[src/rtl/hex_digit_feeder_if.sv]
// Display-port interface between the RV32I memory-mapped write side and the
// hex_digit_feeder. The master writes values; the slave returns the digit codes
// and status seen by the 7-segment decoders.
interface hex_digit_feeder_if #(
    parameter int DIGITS = 8,
    parameter int VAL_W  = 32
);
    logic                wr_en;
    logic [VAL_W-1:0]    wr_data;
    logic                dec_mode;
    logic [4*DIGITS-1:0] digit_o;
    logic [DIGITS-1:0]   blank_o;
    logic                busy;
    logic                done;
    logic                ovf;

    modport master (
        output wr_en, wr_data, dec_mode,
        input  digit_o, blank_o, busy, done, ovf
    );

    modport slave (
        input  wr_en, wr_data, dec_mode,
        output digit_o, blank_o, busy, done, ovf
    );
endinterface

[src/rtl/hex_digit_feeder.sv]
// hex_digit_feeder: captures a 32-bit display value and produces DIGITS
// registered 4-bit digit codes. Hex mode passes nibbles through; decimal mode
// runs a one-bit-per-cycle double-dabble conversion. Digits only change on done.
// Optional feature macro: LEADING_ZERO_BLANK_EN (leading-zero blanking on blank_o).
module hex_digit_feeder #(
    parameter int DIGITS = 8,
    parameter int VAL_W  = 32
) (
    input logic               clk,
    input logic               rst_n,
    hex_digit_feeder_if.slave bus
);

    localparam int DW    = 4 * DIGITS;
    localparam int CNT_W = $clog2(VAL_W);
    localparam logic [CNT_W-1:0] LAST_SHIFT = CNT_W'(VAL_W - 1);

    // Largest decimal value that fits on DIGITS digits: 10^DIGITS - 1.
    function automatic logic [VAL_W-1:0] f_dec_max(input int n);
        logic [VAL_W-1:0] p;
        p = VAL_W'(1);
        for (int k = 0; k < n; k++) p = p * VAL_W'(10);
        return p - VAL_W'(1);
    endfunction

    localparam logic [VAL_W-1:0] DEC_MAX = f_dec_max(DIGITS);

    typedef enum logic [1:0] {IDLE, CONV, PUB} state_t;

    state_t           r_state;
    state_t           w_state_nxt;
    logic [VAL_W-1:0] r_bin;
    logic [DW-1:0]    r_bcd;
    logic [CNT_W-1:0] r_cnt;
    logic [DW-1:0]    r_digit;
    logic             r_ovf;
    logic             r_done;

    logic [DW-1:0]    w_bcd_adj;
    logic [DW-1:0]    w_bcd_shift;
    logic             w_hex_ovf;
    logic             w_dec_ovf;
    logic             w_start_conv;
    logic             w_shift;
    logic             w_load;
    logic [DW-1:0]    w_load_digits;
    logic             w_load_ovf;

    // Double-dabble step and write-side overflow detection.
    always_comb begin
        // NOTE: every combinational output gets a default first, so no path leaves it unassigned (no latch).
        w_bcd_adj = r_bcd;
        w_hex_ovf = 1'b0;
        for (int i = 0; i < DIGITS; i++) begin
            if (r_bcd[4*i +: 4] >= 4'd5) w_bcd_adj[4*i +: 4] = r_bcd[4*i +: 4] + 4'd3;
        end
        w_bcd_shift = {w_bcd_adj[DW-2:0], r_bin[VAL_W-1]};
        for (int b = DW; b < VAL_W; b++) w_hex_ovf = w_hex_ovf | bus.wr_data[b];
        w_dec_ovf = (bus.wr_data > DEC_MAX);
    end

    // State register.
    always_ff @(posedge clk or negedge rst_n) begin
        if (!rst_n) begin
            // NOTE: sequential state uses non-blocking assignments so all flops update together at the edge.
            r_state <= IDLE;
        end else begin
            r_state <= w_state_nxt;
        end
    end

    // Next-state and control: a write in any state restarts from IDLE behaviour.
    always_comb begin
        w_state_nxt   = r_state;
        w_start_conv  = 1'b0;
        w_shift       = 1'b0;
        w_load        = 1'b0;
        w_load_digits = '0;
        w_load_ovf    = 1'b0;
        if (bus.wr_en) begin
            if (!bus.dec_mode) begin
                w_load        = 1'b1;
                w_load_digits = bus.wr_data[DW-1:0];
                w_load_ovf    = w_hex_ovf;
                w_state_nxt   = PUB;
            end else if (w_dec_ovf) begin
                w_load        = 1'b1;
                w_load_digits = {DIGITS{4'hE}};
                w_load_ovf    = 1'b1;
                w_state_nxt   = PUB;
            end else begin
                w_start_conv  = 1'b1;
                w_state_nxt   = CONV;
            end
        end else begin
            case (r_state)
                IDLE: ;
                CONV: begin
                    w_shift = 1'b1;
                    if (r_cnt == LAST_SHIFT) begin
                        w_load        = 1'b1;
                        w_load_digits = w_bcd_shift;
                        w_state_nxt   = PUB;
                    end
                end
                PUB:     w_state_nxt = IDLE;
                default: w_state_nxt = IDLE;
            endcase
        end
    end

    // Conversion datapath: binary shifter, BCD accumulator and shift counter.
    always_ff @(posedge clk or negedge rst_n) begin
        if (!rst_n) begin
            r_bin <= '0;
            r_bcd <= '0;
            r_cnt <= '0;
        end else if (w_start_conv) begin
            r_bin <= bus.wr_data;
            r_bcd <= '0;
            r_cnt <= '0;
        end else if (w_shift) begin
            r_bin <= r_bin << 1;
            r_bcd <= w_bcd_shift;
            r_cnt <= r_cnt + CNT_W'(1);
        end
    end

    // Published outputs: loaded on entry to PUB, so done and the new digits appear together.
    always_ff @(posedge clk or negedge rst_n) begin
        if (!rst_n) begin
            r_digit <= '0;
            r_ovf   <= 1'b0;
            r_done  <= 1'b0;
        end else begin
            r_done <= w_load;
            if (w_load) begin
                r_digit <= w_load_digits;
                r_ovf   <= w_load_ovf;
            end
        end
    end

`ifdef LEADING_ZERO_BLANK_EN
    // blank[i] is set when digit i and every higher digit are zero; digit 0 is never blanked.
    // The decimal-overflow pattern is all 4'hE, so it naturally yields no blanking.
    function automatic logic [DIGITS-1:0] f_blank(input logic [DW-1:0] d);
        logic [DIGITS-1:0] res;
        logic              zero_above;
        res        = '0;
        zero_above = 1'b1;
        for (int i = DIGITS - 1; i >= 1; i--) begin
            zero_above = zero_above & (d[4*i +: 4] == 4'h0);
            res[i]     = zero_above;
        end
        return res;
    endfunction

    logic [DIGITS-1:0] r_blank;

    // Blank mask register, updated together with the digits.
    always_ff @(posedge clk or negedge rst_n) begin
        if (!rst_n) begin
            r_blank <= '0;
        end else if (w_load) begin
            r_blank <= f_blank(w_load_digits);
        end
    end

    assign bus.blank_o = r_blank;
`else
    assign bus.blank_o = '0;
`endif

    assign bus.digit_o = r_digit;
    assign bus.ovf     = r_ovf;
    assign bus.done    = r_done;
    assign bus.busy    = (r_state == CONV);

endmodule

[src/flat_wrapper.sv]
// flat-port wrapper written by rule: the top's interface ports become plain ports
module hex_digit_feeder_flat 
#(
    parameter int DIGITS = 8,
    parameter int VAL_W  = 32
)
  (clk, rst_n, bus_wr_en, bus_wr_data, bus_dec_mode, bus_digit_o, bus_blank_o, bus_busy, bus_done, bus_ovf);
  hex_digit_feeder_if #(.DIGITS(DIGITS), .VAL_W(VAL_W)) bus_i ();
  input logic clk;
  input logic rst_n;
  input wire logic [$bits(bus_i.wr_en)-1:0] bus_wr_en;
  input wire logic [$bits(bus_i.wr_data)-1:0] bus_wr_data;
  input wire logic [$bits(bus_i.dec_mode)-1:0] bus_dec_mode;
  output wire logic [$bits(bus_i.digit_o)-1:0] bus_digit_o;
  output wire logic [$bits(bus_i.blank_o)-1:0] bus_blank_o;
  output wire logic [$bits(bus_i.busy)-1:0] bus_busy;
  output wire logic [$bits(bus_i.done)-1:0] bus_done;
  output wire logic [$bits(bus_i.ovf)-1:0] bus_ovf;
  assign bus_i.wr_en = bus_wr_en;
  assign bus_i.wr_data = bus_wr_data;
  assign bus_i.dec_mode = bus_dec_mode;
  assign bus_digit_o = bus_i.digit_o;
  assign bus_blank_o = bus_i.blank_o;
  assign bus_busy = bus_i.busy;
  assign bus_done = bus_i.done;
  assign bus_ovf = bus_i.ovf;
  hex_digit_feeder #(.DIGITS(DIGITS), .VAL_W(VAL_W)) u_core (.clk(clk), .rst_n(rst_n), .bus(bus_i));
endmodule
[config.mk]
export PLATFORM = sky130hd
export DESIGN_NAME = hex_digit_feeder_flat
export DESIGN_NICKNAME = d
export VERILOG_FILES = /design/src/rtl/hex_digit_feeder_if.sv /design/src/rtl/hex_digit_feeder.sv /design/src/flat_wrapper.sv
export SDC_FILE = /design/constraint.sdc
export NUM_CORES = 1
export LEC_CHECK = 0
export CAP_MARGIN = 20
export CORE_UTILIZATION = 40
export CTS_CLUSTER_SIZE = 10
export DETAILED_ROUTE_END_ITERATION = 8
export PLACE_DENSITY = 0.71
export SLEW_MARGIN = 20
export SYNTH_ARGS = -nofsm -noshare
export SYNTH_HDL_FRONTEND = slang
export SYNTH_SLANG_ARGS = --single-unit
[constraint.sdc]
create_clock -name clk -period 2.24 [get_ports clk]
set_clock_uncertainty 0.15 [all_clocks]
set_input_delay 0.336 -clock clk [delete_from_list [all_inputs] [get_ports clk]]
set_output_delay 0.336 -clock clk [all_outputs]
set_load 0.005 [all_outputs]
==> key figures <==
Final layout
  – Filler Cells Inserted: 1131
  – Commonest non-fill, non-tap cell in the layout: dfrtp_1
  – Fin nets: 706
  – Antenna cells: 0
  – Finished Core Util: 53.60%
  – Design Area, Final: 7126 um^2
  – Share of layout cells above drive strength 1: 15.22%
  – Area delta synth->final: 29.87%
  – Most frequent cells in the layout: 105 x dfrtp_1, 81 x nand2_1, 66 x clkdlybuf4s50_1
  – Final std cells w/o fill: 833

Yosys
  – Ys flop type: dfrtp_1
  – Area leader, netlist: dfrtp_1
  – Netlist cell types: 45
  – Sequential share of the synthesized area: 47.89%
  – Post-synthesis compound-gate area fraction: 21.46%
  – Synth area leaders: dfrtp_1 48%, nand2_1 5.5%, a221o_1 4.6%
  – Multiplexer share of the synthesized area: 3.238%
  – Synthesized area: 5487 um^2
  – Area share of and/or/nand/nor cells after synthesis: 15.83%
  – Ys Warns: 0
  – Fraction of registers with async set or reset after synthesis: 100.0%
  – Main combinational cell family by area after synthesis: compound AO/OA/AOI/OAI gates
  – Syn_area_per_cell: 9.939 um^2
  – Post-Synth Adder-Cell Area: 4.105%
  – Synthesized instance count: 552
  – Xor and xnor area share after synthesis: 1.437%
  – Top-area cell type share of the netlist area: 47.89%
  – Flops & latches, synth: 105
  – EDFF count, synth: 0

Outcome
  – Status: finished clean

Timing
  – Hold slack: 0.2663 ns
  – Setup-failing EPs final: 0
  – Fin crit share: 98.66%
  – Setup_tns: 0 ns
  – Fin. Hold Viols: 0
  – Worst setup margin: 0.02996 ns
  – Tmin final: 2.210 ns
  – Slew Limit Fails: 0
  – Fmax: 452.5 MHz

Critical path
  – Crit end category: flip-flop
  – Critical Path AT: 2.28 ns
  – Crit path launch type: input port
  – Worst Path Max Fanout: 12
  – CP Data Required Time: 2.31 ns
  – Critical path class: in2reg
  – Reg2reg start: u_core.r_cnt[0]
  – CP Launch Point: bus_wr_data[19]

Die
  – Die width: 119.1 um
  – I/O pin cnt: 79
  – Die Ht: 119.1 um
  – Total core area: 13300 um^2
  – Initial Utilization: 41.27%
  – Die Area: 14190 um^2
  – # rows: 42

Global route
  – Global Route Usage Sum: 21.49%
  – Vias in the first global route: 4740
  – First-pass GRT wire length: 24050 um
  – Largest net degree at the start of global routing: 54
  – Initial antenna violation count: 0
  – Overflow after GRT: 0

Drt
  – First-pass DRT Iterations: 5
  – Drt drc: 0
  – Vias: 4699
  – 1st-iter DRT viols: 395
  – DRT Wirelength: 14810 um
  – Routed wire per std cell: 17.78 um
  – Via/cell ratio: 5.641
  – Antenna-violating nets left: 0

Pwr
  – Static leakage: 3.082 nW
  – Final Power: 4.470 mW
  – Combinational Power Share: 13.8%
  – Sw Ratio: 23.37%
  – Pint: 3.426 mW
  – Sw Pwr: 1.045 mW
  – Clock network power share: 38.2%
  – Worst ir drop on vdd: 486.6 uV
  – Register share of total power: 48.0%
  – Power Dens Cells: 627.4 nW/um^2

CTS
  – CTS tree: done
  – CTS Buf Count: 9
  – Clk slew on worst S/H paths: 0.07 ns
  – Clock sinks: 105
  – Root Buffer: clkbuf_16
  – Post-CTS Setup Repair Bufs: 0
  – H-Tree Level Count: 3
  – Skew-Pair Late Insertion Delay: 0.34 ns
  – Max clock buf depth: 2

Place
  – Post-DP Area: 6701 um^2
  – Post-Place Cells: 815
  – Routability cong.: 0.7875
  – Hpwl dp: 10100 um
  – Place WS: -0.3633 ns
  – Port-buffer cells: 70

Job
  – Number of max-cap violations: 0

Hold path
  – Worst Hold Class: in2reg
  – Hold wc startpoint: bus_wr_data[8]
==> metal layers <==
layer / part of all wire [%] / GRT usage [%] / vias up
met2: 50 / 35.76 / 167
met5: 0 / 0 / -
li1: - / - / 2160
met1: 44 / 27.99 / 2347
met3: 5.3 / 4.310 / 25
met4: 1.5 / 6.804 / 0
==> flip-flops by register name, summed over array words and instances, names as in the netlist <==
signal and count:
u_core.r_bin 32, u_core.r_bcd 32, u_core.r_state 2, u_core.bus.done 1
u_core.bus.digit_o 32, u_core.bus.ovf 1, u_core.r_cnt 5
==> critical path, stage by stage <==
cell	delay [ns]
clkdlybuf4s50_1	0.48
nand4b_1	0.26
a211oi_4	0.28
o22ai_4	0.15
a21bo_4	0.26
buf_12	0.15
a311o_1	0.36
==> path summary, 6_finish.rpt <==
path                                         end  slack (ns)  depth (start not counted)
max in group asynchronous       u_core.r_bcd[20]        1.04                          3
min                              u_core.r_bin[8]        0.27                          3
min in group asynchronous  u_core.bus.digit_o[4]        0.30                          2
max                        u_core.bus.digit_o[7]        0.03                          7
max reg2reg                u_core.bus.digit_o[4]        0.08                          8
min reg2reg                     u_core.r_bin[31]        0.34                          2
==> synthesized netlist by cell type (all sizes together) (6+ instances only) <==
cell	n
mux2	14
o22ai	11
a311o	22
nor2	14
buf	23
clkbuf	21
xnor2	8
o21ai	47
nand3	6
nor3b	10
a21oi	44
inv	18
nand2	82
dfrtp	105
nand2b	9
a221o	25
a22o	8
ha	18
nor2b	6
and2	35
==> kinds of logic after synthesis <==
| family | count (synthesis) |
|---|---|
| xor+xnor | 9 |
| simple gates | 172 |
| compound gates | 169 |
| other cells | 1 |
| fa+ha+maj | 18 |
| flops | 105 |
| buf+inv | 62 |
| mux | 16 |
==> power groups by stage <==
| stage | clock [mW] | combinational [mW] | sequential (mW) |
|---|---|---|---|
| after floorplan | 0 | 0.249 | 2.15 |
| after global placement | 0 | 0.589 | 2.17 |
| after detailed placement | 0 | 0.612 | 2.17 |
| after CTS | 1.73 | 0.616 | 2.14 |
| after global routing | 1.83 | 0.668 | 2.16 |
| final | 1.71 | 0.617 | 2.14 |
==> repair_timing <==
item / in CTS / in global routing
endpoints found under the setup margin: 0 / 68
resized for setup: 0 / 16
endpoints found under the hold margin: 26 / 0
hold buffers: 1 / 0
==> final cells by class <==
type,count,area (um^2),area share [%]
sequential,105,2628,36.87
multi-input combinational,392,2619,36.75
timing repair buffer,126,1270,17.82
clock buffer,11,242.7,3.407
tap,176,220.2,3.090
clock inverter,5,78.83,1.106
inverter,18,67.56,0.9482
No activity file was read; power rests on OpenSTA's default activity.
